--- src/rtl/mode_counter.sv ---
// Up/down counter with programmable inclusive limit, wrap/saturate boundaries, load, tc strobe and sticky ovf.
// Define COUNTER_PRESCALE_EN to divide en_i through an internal prescaler.
module mode_counter #(
  parameter int unsigned              COUNTER_WIDTH  = 8,
  parameter logic [COUNTER_WIDTH-1:0] RESET_VAL      = '0,
  parameter int unsigned              PRESCALE_WIDTH = 4
) (
  input  logic                      clk_i,
  input  logic                      rst_ni,
  input  logic                      clr_i,
  input  logic                      load_i,
  input  logic [COUNTER_WIDTH-1:0]  load_val_i,
  input  logic                      en_i,
  input  logic                      dir_i,
  input  logic                      sat_i,
  input  logic [COUNTER_WIDTH-1:0]  max_i,
  input  logic [PRESCALE_WIDTH-1:0] prescale_i,
  output logic [COUNTER_WIDTH-1:0]  count_o,
  output logic                      tc_o,
  output logic                      ovf_o
);

  localparam logic [COUNTER_WIDTH-1:0] CNT_ONE = COUNTER_WIDTH'(1);

  logic [COUNTER_WIDTH-1:0] count_q, count_d;
  logic                     ovf_q, ovf_d;
  logic                     presc_hit;
  logic                     step;
  logic                     at_bound;
  logic                     tc;

`ifdef COUNTER_PRESCALE_EN
  localparam logic [PRESCALE_WIDTH-1:0] PRESC_ONE = PRESCALE_WIDTH'(1);

  logic [PRESCALE_WIDTH-1:0] presc_q, presc_d;

  assign presc_hit = (presc_q == prescale_i);

  always_comb begin
    presc_d = presc_q;
    if (clr_i || load_i) begin
      presc_d = '0;
    end else if (en_i) begin
      presc_d = presc_hit ? '0 : presc_q + PRESC_ONE;
    end
  end

  always_ff @(posedge clk_i or negedge rst_ni) begin
    if (!rst_ni) begin
      presc_q <= '0;
    end else begin
      presc_q <= presc_d;
    end
  end
`else
  logic unused_prescale;
  assign unused_prescale = ^prescale_i;
  assign presc_hit       = 1'b1;
`endif

  // Up treats any count at or above the limit as the boundary; down only ever stops at zero.
  assign at_bound = dir_i ? (count_q >= max_i) : (count_q == '0);
  assign step     = en_i && !clr_i && !load_i && presc_hit;
  assign tc       = step && at_bound;

  always_comb begin
    count_d = count_q;
    ovf_d   = ovf_q;
    if (clr_i) begin
      count_d = '0;
      ovf_d   = 1'b0;
    end else if (load_i) begin
      count_d = load_val_i;
    end else if (step) begin
      ovf_d = ovf_q | tc;
      if (dir_i) begin
        if (at_bound) count_d = sat_i ? max_i : '0;
        else          count_d = count_q + CNT_ONE;
      end else begin
        if (at_bound) count_d = sat_i ? '0 : max_i;
        else          count_d = count_q - CNT_ONE;
      end
    end
  end

  always_ff @(posedge clk_i or negedge rst_ni) begin
    if (!rst_ni) begin
      count_q <= RESET_VAL;
      ovf_q   <= 1'b0;
    end else begin
      count_q <= count_d;
      ovf_q   <= ovf_d;
    end
  end

  assign count_o = count_q;
  assign ovf_o   = ovf_q;
  assign tc_o    = tc && rst_ni;

endmodule

--- config.mk ---
export PLATFORM = sky130hd
export DESIGN_NAME = mode_counter
export DESIGN_NICKNAME = d
export VERILOG_FILES = /design/src/rtl/mode_counter.sv
export SDC_FILE = /design/constraint.sdc
export NUM_CORES = 1
export LEC_CHECK = 0
export ABC_AREA = 0
export ABC_CLOCK_PERIOD_IN_PS = 2400
export BUFFER_PORTS_ARGS = -buffer_cell sky130_fd_sc_hd__buf_2
export CAP_MARGIN = 20
export CORE_MARGIN = 2
export CORE_UTILIZATION = 25
export CTS_CLUSTER_DIAMETER = 30
export DETAILED_ROUTE_END_ITERATION = 7
export PLACE_DENSITY_LB_ADDON = 0.3
export REMOVE_ABC_BUFFERS = 1
export SYNTH_ARGS = -nofsm -noshare
export SYNTH_HDL_FRONTEND = slang
export SYNTH_SLANG_ARGS = --single-unit
--- constraint.sdc ---
create_clock -name clk_i -period 2.4 [get_ports clk_i]
set_input_delay 0.36 -clock clk_i [delete_from_list [all_inputs] [get_ports clk_i]]
set_output_delay 0.36 -clock clk_i [all_outputs]
set_load 0.02 [all_outputs]
# After elaboration in Yosys (flattened, before gate mapping)
# Cells that the tools add are included.
# classes
order_cmp,1
shift,0
bitwise_logic,1
n_mux,12
eq_ne,1
div_mod_pow,0
add_sub_neg,2
multipliers,0
n_reduce_logical,10
# op_table
operator,n
$mux 8,8
$add 8x1->8 const B,1
$ge 8x8->1,1
$logic_not 8->1,1
$sub 8x1->8 const B,1
$logic_and 1x1->1,4
$mux 1,4
$reduce_bool 3->1,1
$logic_not 1->1,2
$ne 2x2->1 const B,1
$reduce_and 2->1,1
$reduce_bool 2->1,1
$or 1x1->1,1
# totals
regBits,9
rom_bits,0
in_bits,27
latchBits,0
out_inout_bits,10
n_memories,0
ramBits,0
wordCells,29

# Logic depth before layout (Yosys ltp)
# Gate-level depths: netlist of run 1.
# logic_depth
depth_word,8
mapped_depth,8

# Worst setup path after synthesis of run 1
# Ideal clock, no wire load.
# synth_path
path_type,register to output
from,"register count_q[2], in the netlist count_o[2]"
to,output port tc_o
setup_slack_ps,12
path_buffers,1
stages_incl_launch_ff,7
arrival_time_ps,2028
path_cell_list,dfrtp_1 > buf_6 > or4_4 > nor4b_4 > nor2_2 > a21oi_4 > and3_1
# synth_via
elab_chain_cells,4
word_cells_on_any_way,5
# synth_rtl
item,line_no,rtl
start: declaration,25,"logic [COUNTER_WIDTH-1:0] count_q, count_d;"
start signal: assignment,91,count_q <= count_d;
$ge 8x8->1 or $logic_not 8->1 (tied branches),62,assign at_bound = dir_i ? (count_q >= max_i) : (count_q == '0);
$mux 1 *,62,
$logic_and 1x1->1 *,64,assign tc = step && at_bound;
$logic_and 1x1->1 *,98,assign tc_o = tc && rst_ni;
end: declaration,19,"output logic tc_o,"
# Every way passes the cells marked *; elsewhere a longest branch is shown, timed or not.

# Final worst setup path of run 1
# Same ends and word-level chain as after synthesis.

==> impl_metrics.ini, run 1 <==
[outcome]
outcome = finished, violations left
failing_checks = negative setup slack

[routing]
drt-wirelength-per-cell_um = 14.7
ant_nets = 0
via_per_instance_ratio = 4.92
drt_pre_antenna_iters = 4
drc = 0
routed-via-count = 1328
total_wire_length_after_detailed_routing_mm = 3.96
dr.first_iter.drc_count = 69

[setup_path]
worstPathCellList = or4_4 -> nor4b_4 -> nor2_2 -> a21oi_4 -> and3_4 -> buf_6
critical_path_arrival_ns = 2.05
timing.critical_path.from_type = register
path_max_fanout = 4
setup_crit_path_kind = register to output pin
timing.critical_path.slowest_cell_delay_ns = 0.59
capturing_element_type_of_the_critical_path = output pin
critical-path-slowest-cell = or4_4
cp_data_required_time_ns = 2.04

[synth]
synth-edff-count = 0
postSynth.topFlopCell = dfrtp_1
netlist_instances = 159
cell_taking_the_most_area_after_synthesis = dfrtp_1
yosys-top-cells-count = 16 x inv_1, 11 x ha_1, 10 x a21oi_1, 10 x nand2_1, 9 x dfrtp_1
post_synth_instance_area_sq_um = 1220
yosys-top-cells-area = dfrtp_1 18%, ha_1 11%, xnor2_1 5.7%, inv_1 4.9%, nor3b_1 4.9%
yosys_warnings = 0
synth_seq_area_share = 0.184
yosysUniqueCellTypes = 45
yosys_register_bits = 9
yosys.cell_count.top_type = inv_1
synthDominantCellAreaShare = 0.184
avgSynthCellArea_sq_um = 7.70
asyncSetResetFlopFracSynth = 1.00

[global_routing]
first_global_vias = 1316
global_route.overflow_total = 0
first_pass_grt_wire_length_mm = 6.40
global_route.usage.total = 0.155
grt_start_max_net_pins = 16
number_of_antenna_violations_at_the_first_check_in_global_routing = 0

[sta]
report.final.slew_viol_count = 0
timing.slew.headroom = 0.684
hold_viol = 0
fmax_mhz = 415
setup_tns_ns = -0.00754
part_of_the_cycle_the_worst_path_needs = 1.00
setup_repair_after_global_routing_missed_its_margin = yes
worst_clock_skew_ns = 0.00584
holdWs_ns = 0.412
timing.final.crit_period_ns = 2.41
final_critical_path_setup_slack_ns = -0.00754
worstMarginPinSlew_ns = 0.473
final-setup-viol-count = 1

[power]
power.switching_fraction = 0.378
clock_power_share = 0.270
power-per-cell-area_nw_per_um2 = 428
power.ir.vdd_worst_mv = 0.237
comb_power_share = 0.478
cell_internal_pwr_mw = 0.432
share_seq_of_total_power = 0.252
leakage_nw = 0.776
reported_net_switching_power_mw = 0.262

[flow_run]
max-cap-violations = 0

[final_layout]
area_delta_synth_final_pct = 32.5
drive_gt1_frac = 0.310
cell_area_after_layout_sq_um = 1620
final_net_count = 242
antenna_cells = 0
final.fill_count = 540

[die]
design.portCount = 37
floorplan.initialDensity = 0.259
dieHeight_um = 74.0
fp.dieW_um = 74.0
rows = 25
floorplan.die_area_sq_um = 5470
design.core.area_sq_um = 4720

[clock_tree]
clock_path_buffers = 2
cts_htree_levels = 1
clock_insertion_delay_worst_skew_ns = 0.24
numClockSinks = 9
clock-root-buffer = clkbuf_8
cts.clk_slew.worst_paths_ns = 0.05
cts_buf_count = 3
tritoncts = done

[place]
detailed_place.area_sq_um = 1530
port-buffer-count = 32
dpl.hpwl_mm = 3.11
detailedPlace.worstSlack_ns = 0.00867
place_congestion = 0.859

[hold_path]
kind_of_path_behind_the_tightest_hold_check = input port to register
## state kept, by name, summed over array words and instances (netlist names)
signal / flops
ovf_o: 1
count_o: 8
## power groups by stage
stage          clock [mW]  combinational, mW  sequential, mW
2_1_floorplan           0              0.161           0.205
3_3_place_gp            0              0.320           0.177
3_5_place_dp            0              0.319           0.177
4_1_cts             0.193              0.329           0.175
5_1_grt             0.203              0.366           0.176
6_report            0.187              0.332           0.175
## final timing paths
| kind | slack (ns) | cells after the start | start | to |
|---|---|---|---|---|
| max | -0.008 | 6 | count_o[2] | tc_o |
| min | 0.41 | 3 | load_val_i[7] | count_o[7] |
| max reg2reg | 0.14 | 8 | count_o[5] | count_o[0] |
| min reg2reg | 0.53 | 2 | ovf_o | ovf_o |
| max in group asynchronous | 1.66 | 2 | rst_ni | count_o[4] |
| min in group asynchronous | 0.52 | 2 | rst_ni | count_o[0] |
## per-stage QoR
step	total power, mW	std cells	util
floorplan	0.366	149	-
global placement	0.497	263	0.325
detailed placement	0.497	263	0.325
CTS	0.697	269	0.340
global route	0.745	270	0.343
finish	0.694	270	0.343
## logic make-up (layout without fill, tap and decap cells)
family	count (synthesis)	after routing	share of synthesized area
AND/OR/NAND/NOR	60	60	0.293
buffers and inverters	26	70	0.0869
XOR/XNOR	12	12	0.0859
adder cells (fa/ha/maj)	11	11	0.112
multiplexers	4	4	0.0337
flip-flops	9	9	0.184
AO/OA/AOI/OAI	37	37	0.204
## final cells by class
type / count / area [sq um] / share of cell area
clock buffers: 4 / 45.0 / 0.0278
flip-flops and latches: 9 / 225 / 0.139
inverters: 16 / 60.1 / 0.0370
well taps: 67 / 83.8 / 0.0517
repair buffers: 50 / 304 / 0.187
multi-input cells: 124 / 903 / 0.557
## placed cells by master (no fill, tap or decap), types with 2 or more instances in the layout
master,instances
a21oi_1,9
a31oi_1,5
a41oi_1,2
and3_1,4
buf_2,31
buf_4,17
clkbuf_8,3
dfrtp_1,9
ha_1,11
inv_1,16
mux2i_1,3
nand2_1,10
nand3_1,7
nand4_1,4
nor2_1,8
nor2b_1,3
nor3_1,4
nor3b_1,8
o21ai_0,6
o22ai_1,3
xnor2_1,8
xor2_1,4
## routing by layer
| layer | wire length, um | vias to the layer above | track usage |
|---|---|---|---|
| li1 | - | 663 | - |
| met1 | 1900 | 634 | 0.206 |
| met2 | 1850 | 26 | 0.261 |
| met3 | 184 | 5 | 0.0312 |
| met4 | 27 | 0 | 0.0303 |
| met5 | 0 | - | 0 |
## critical path, delay by kind of cell, from the launching register on
| family | cells | cell delay (ns) |
|---|---|---|
| AND/OR/NAND/NOR | 4 | 1.13 |
| AO/OA/AOI/OAI | 1 | 0.14 |
| flip-flops | 1 | 0.42 |
| buffers and inverters | 1 | 0.11 |
## what timing repair did
item,in CTS,in global routing
gates resized for setup,4,2
hold buffers,1,0
pin swaps,0,1
endpoints found under the setup margin,1,2
setup buffers,1,1
endpoints found under the hold margin,9,0
(Power assumes the default switching activity.)
==> inputs of run 2 (changes only) <==
--- a/config.mk
+++ b/config.mk
@@ -5,7 +5,7 @@
 export SDC_FILE = /design/constraint.sdc
 export NUM_CORES = 1
 export LEC_CHECK = 0
-export ABC_AREA = 0
+export ABC_AREA = 1
 export ABC_CLOCK_PERIOD_IN_PS = 2400
 export BUFFER_PORTS_ARGS = -buffer_cell sky130_fd_sc_hd__buf_2
 export CAP_MARGIN = 20
@@ -15,6 +15,7 @@
 export DETAILED_ROUTE_END_ITERATION = 7
 export PLACE_DENSITY_LB_ADDON = 0.3
 export REMOVE_ABC_BUFFERS = 1
+export SLEW_MARGIN = 30
 export SYNTH_ARGS = -nofsm -noshare
 export SYNTH_HDL_FRONTEND = slang
 export SYNTH_SLANG_ARGS = --single-unit
==> impl_metrics.ini, run 2 <==
[setup_path]
capturing_element_type_of_the_critical_path = output pin
setup_crit_path_kind = register to output pin
timing.critical_path.slowest_cell_delay_ns = 0.44
crit_path_start = count_o[1]
critical_path_arrival_ns = 1.85
path_max_fanout = 6
critical_path.reg2reg.startpoint = count_o[0]
critical-path-slowest-cell = dfrtp_2
cp_data_required_time_ns = 2.04
worstPathCellList = ha_1 -> nand2_1 -> nor2_1 -> nor2_1 -> nand2_1 -> nand2_1 -> nand2_2 -> nand2_4 -> inv_1 -> nand3_1 -> nor2_1 -> buf_2
timing.critical_path.from_type = register

[routing]
via_per_instance_ratio = 4.44
dr.first_iter.drc_count = 67
ant_nets = 0
total_wire_length_after_detailed_routing_mm = 3.89
drt_pre_antenna_iters = 4
routed-via-count = 1497
drc = 0
drt-wirelength-per-cell_um = 11.6

[global_routing]
grt-busiest-layer = met2
global_route.usage.met1 = 0.160
first_pass_grt_wire_length_mm = 6.40
number_of_antenna_violations_at_the_first_check_in_global_routing = 0
global_route.usage.total = 0.131
grt_util_met2 = 0.238
first_global_vias = 1386
global_route_track_usage_on_met3 = 0.0267
global_route.overflow_total = 0
grt_start_max_net_pins = 17

[sta]
timing.slew.headroom = 0.695
setup_tns_ns = 0
worstMarginPinSlew_ns = 0.457
report.final.slew_viol_count = 0
worst_clock_skew_ns = 0.00181
timing.final.crit_period_ns = 2.21
fmax_mhz = 453
setup_repair_after_global_routing_missed_its_margin = no
part_of_the_cycle_the_worst_path_needs = 0.920
final-setup-viol-count = 0
hold_viol = 0

[clock_tree]
tritoncts = done
cts_buf_count = 3
cts_htree_levels = 1
clock_insertion_delay_worst_skew_ns = 0.23
cts.clk_slew.worst_paths_ns = 0.05
post_cts.repair.setup_buffers = 0
clock-root-buffer = clkbuf_8
clock_path_buffers = 2
numClockSinks = 9

[synth]
postSynth.topFlopCell = dfrtp_1
cell_taking_the_most_area_after_synthesis = nand2_1
yosysUniqueCellTypes = 26
yosys_warnings = 0
yosys-top-cells-area = nand2_1 18%, dfrtp_1 16%, nand3_1 15%, ha_1 10%, inv_1 8.5%
post_synth_instance_area_sq_um = 1370
synth-edff-count = 0
yosys-top-cells-count = 66 x nand2_1, 41 x nand3_1, 31 x inv_1, 22 x nor2_1, 11 x ha_1
avgSynthCellArea_sq_um = 5.95
asyncSetResetFlopFracSynth = 1.00
synth_seq_area_share = 0.165
yosys.cell_count.top_type = nand2_1
synthDominantCellAreaShare = 0.181
netlist_instances = 230
yosys_register_bits = 9

[die]
design.portCount = 37
floorplan.die_area_sq_um = 6080
floorplan.initialDensity = 0.263
design.core.area_sq_um = 5200
dieHeight_um = 78.0
rows = 26
fp.dieW_um = 78.0

[final_layout]
antenna_cells = 0
most_frequent_standard_cell_in_the_layout_excluding_fill_and_tap_cells = nand2_1
mostFrequentLayoutCells = 66 x nand2_1, 41 x nand3_1, 32 x buf_2
finish.cell_count_without_fillers = 337
final_net_count = 306
max_reg_flops = 8
area_delta_synth_final_pct = 22.7
drive_gt1_frac = 0.221

[power]
power.ir.vdd_worst_mv = 0.268
clock_power_share = 0.231
report.power.total_mw = 0.770
cell_internal_pwr_mw = 0.443
leakage_nw = 0.952
comb_power_share = 0.530
power-per-cell-area_nw_per_um2 = 459
share_seq_of_total_power = 0.240
reported_net_switching_power_mw = 0.327
power.switching_fraction = 0.425

[hold_path]
min_from = en_i
kind_of_path_behind_the_tightest_hold_check = input port to register

[place]
place_congestion = 0.810
port-buffer-count = 32
placed_cells = 332
dpl.hpwl_mm = 3.19

[outcome]
outcome = completed

[flow_run]
max-cap-violations = 0
run 2: cells by family (layout without fill, tap and decap cells):
| family | Yosys count | after routing | share of synthesized area |
|---|---|---|---|
| simple gates | 142 | 142 | 0.458 |
| buf+inv | 45 | 82 | 0.146 |
| compound gates | 12 | 12 | 0.0603 |
| fa+ha+maj | 11 | 11 | 0.101 |
| xor+xnor | 11 | 11 | 0.0704 |
| flops | 9 | 9 | 0.165 |
run 2: worst paths after layout:
check	end	slack, ns	cells after the start
max	tc_o	0.19	12
min	ovf_o	0.40	3
max reg2reg	count_o[2]	0.52	14
min reg2reg	ovf_o	0.47	2
max in group asynchronous	count_o[1]	1.67	2
min in group asynchronous	count_o[2]	0.52	2
run 2: worst max-delay path, delay by kind of cell, from the launching register on:
family	cells	cell delay, ns
buffers and inverters	2	0.23
and+or+nand+nor	9	0.62
adders and majority gates	1	0.30
DFF	1	0.44
run 2: through the flow:
| stage | setup WS (ns) | util | hold slack, ns | area (sq um) |
|---|---|---|---|---|
| 2_1_floorplan | 0.0585 | - | 0.0644 | 1300 |
| 3_3_place_gp | 0.336 | 0.312 | 0.233 | 1620 |
| 3_5_place_dp | 0.329 | 0.312 | 0.236 | 1620 |
| 4_1_cts | 0.124 | 0.322 | 0.399 | 1680 |
| 5_1_grt | 0.00777 | 0.323 | 0.411 | 1680 |
| 6_report | 0.193 | 0.323 | 0.396 | 1680 |
run 2: repair_timing:
action | 4_1_cts | 5_1_grt
gates resized for setup | 0 | 1
setup endpoints to repair | 0 | 1
hold endpoints to repair | 9 | 0
hold buffers | 1 | 0
run 2: area by class of cell:
| class | instances | area [sq um] |
|---|---|---|
| clock buffer | 4 | 45.0 |
| fill | 605 | 3530 |
| inverter | 35 | 131 |
| multi-input combinational | 176 | 943 |
| sequential | 9 | 226 |
| tap | 70 | 87.6 |
| timing repair buffer | 43 | 245 |
run 2: power groups by stage:
stage / clock (mW) / combinational [mW] / sequential, mW
detailed placement: 0 / 0.410 / 0.187
finish: 0.178 / 0.408 / 0.184
global route: 0.190 / 0.466 / 0.187
CTS: 0.186 / 0.413 / 0.185
global placement: 0 / 0.405 / 0.187
floorplan: 0 / 0.233 / 0.221
run 2: routing by layer:
layer  vias up  part of all wire
li1        800                 -
met2        22              0.51
met4         0            0.0036
met5         -                 0
met1       673              0.46
met3         2             0.032
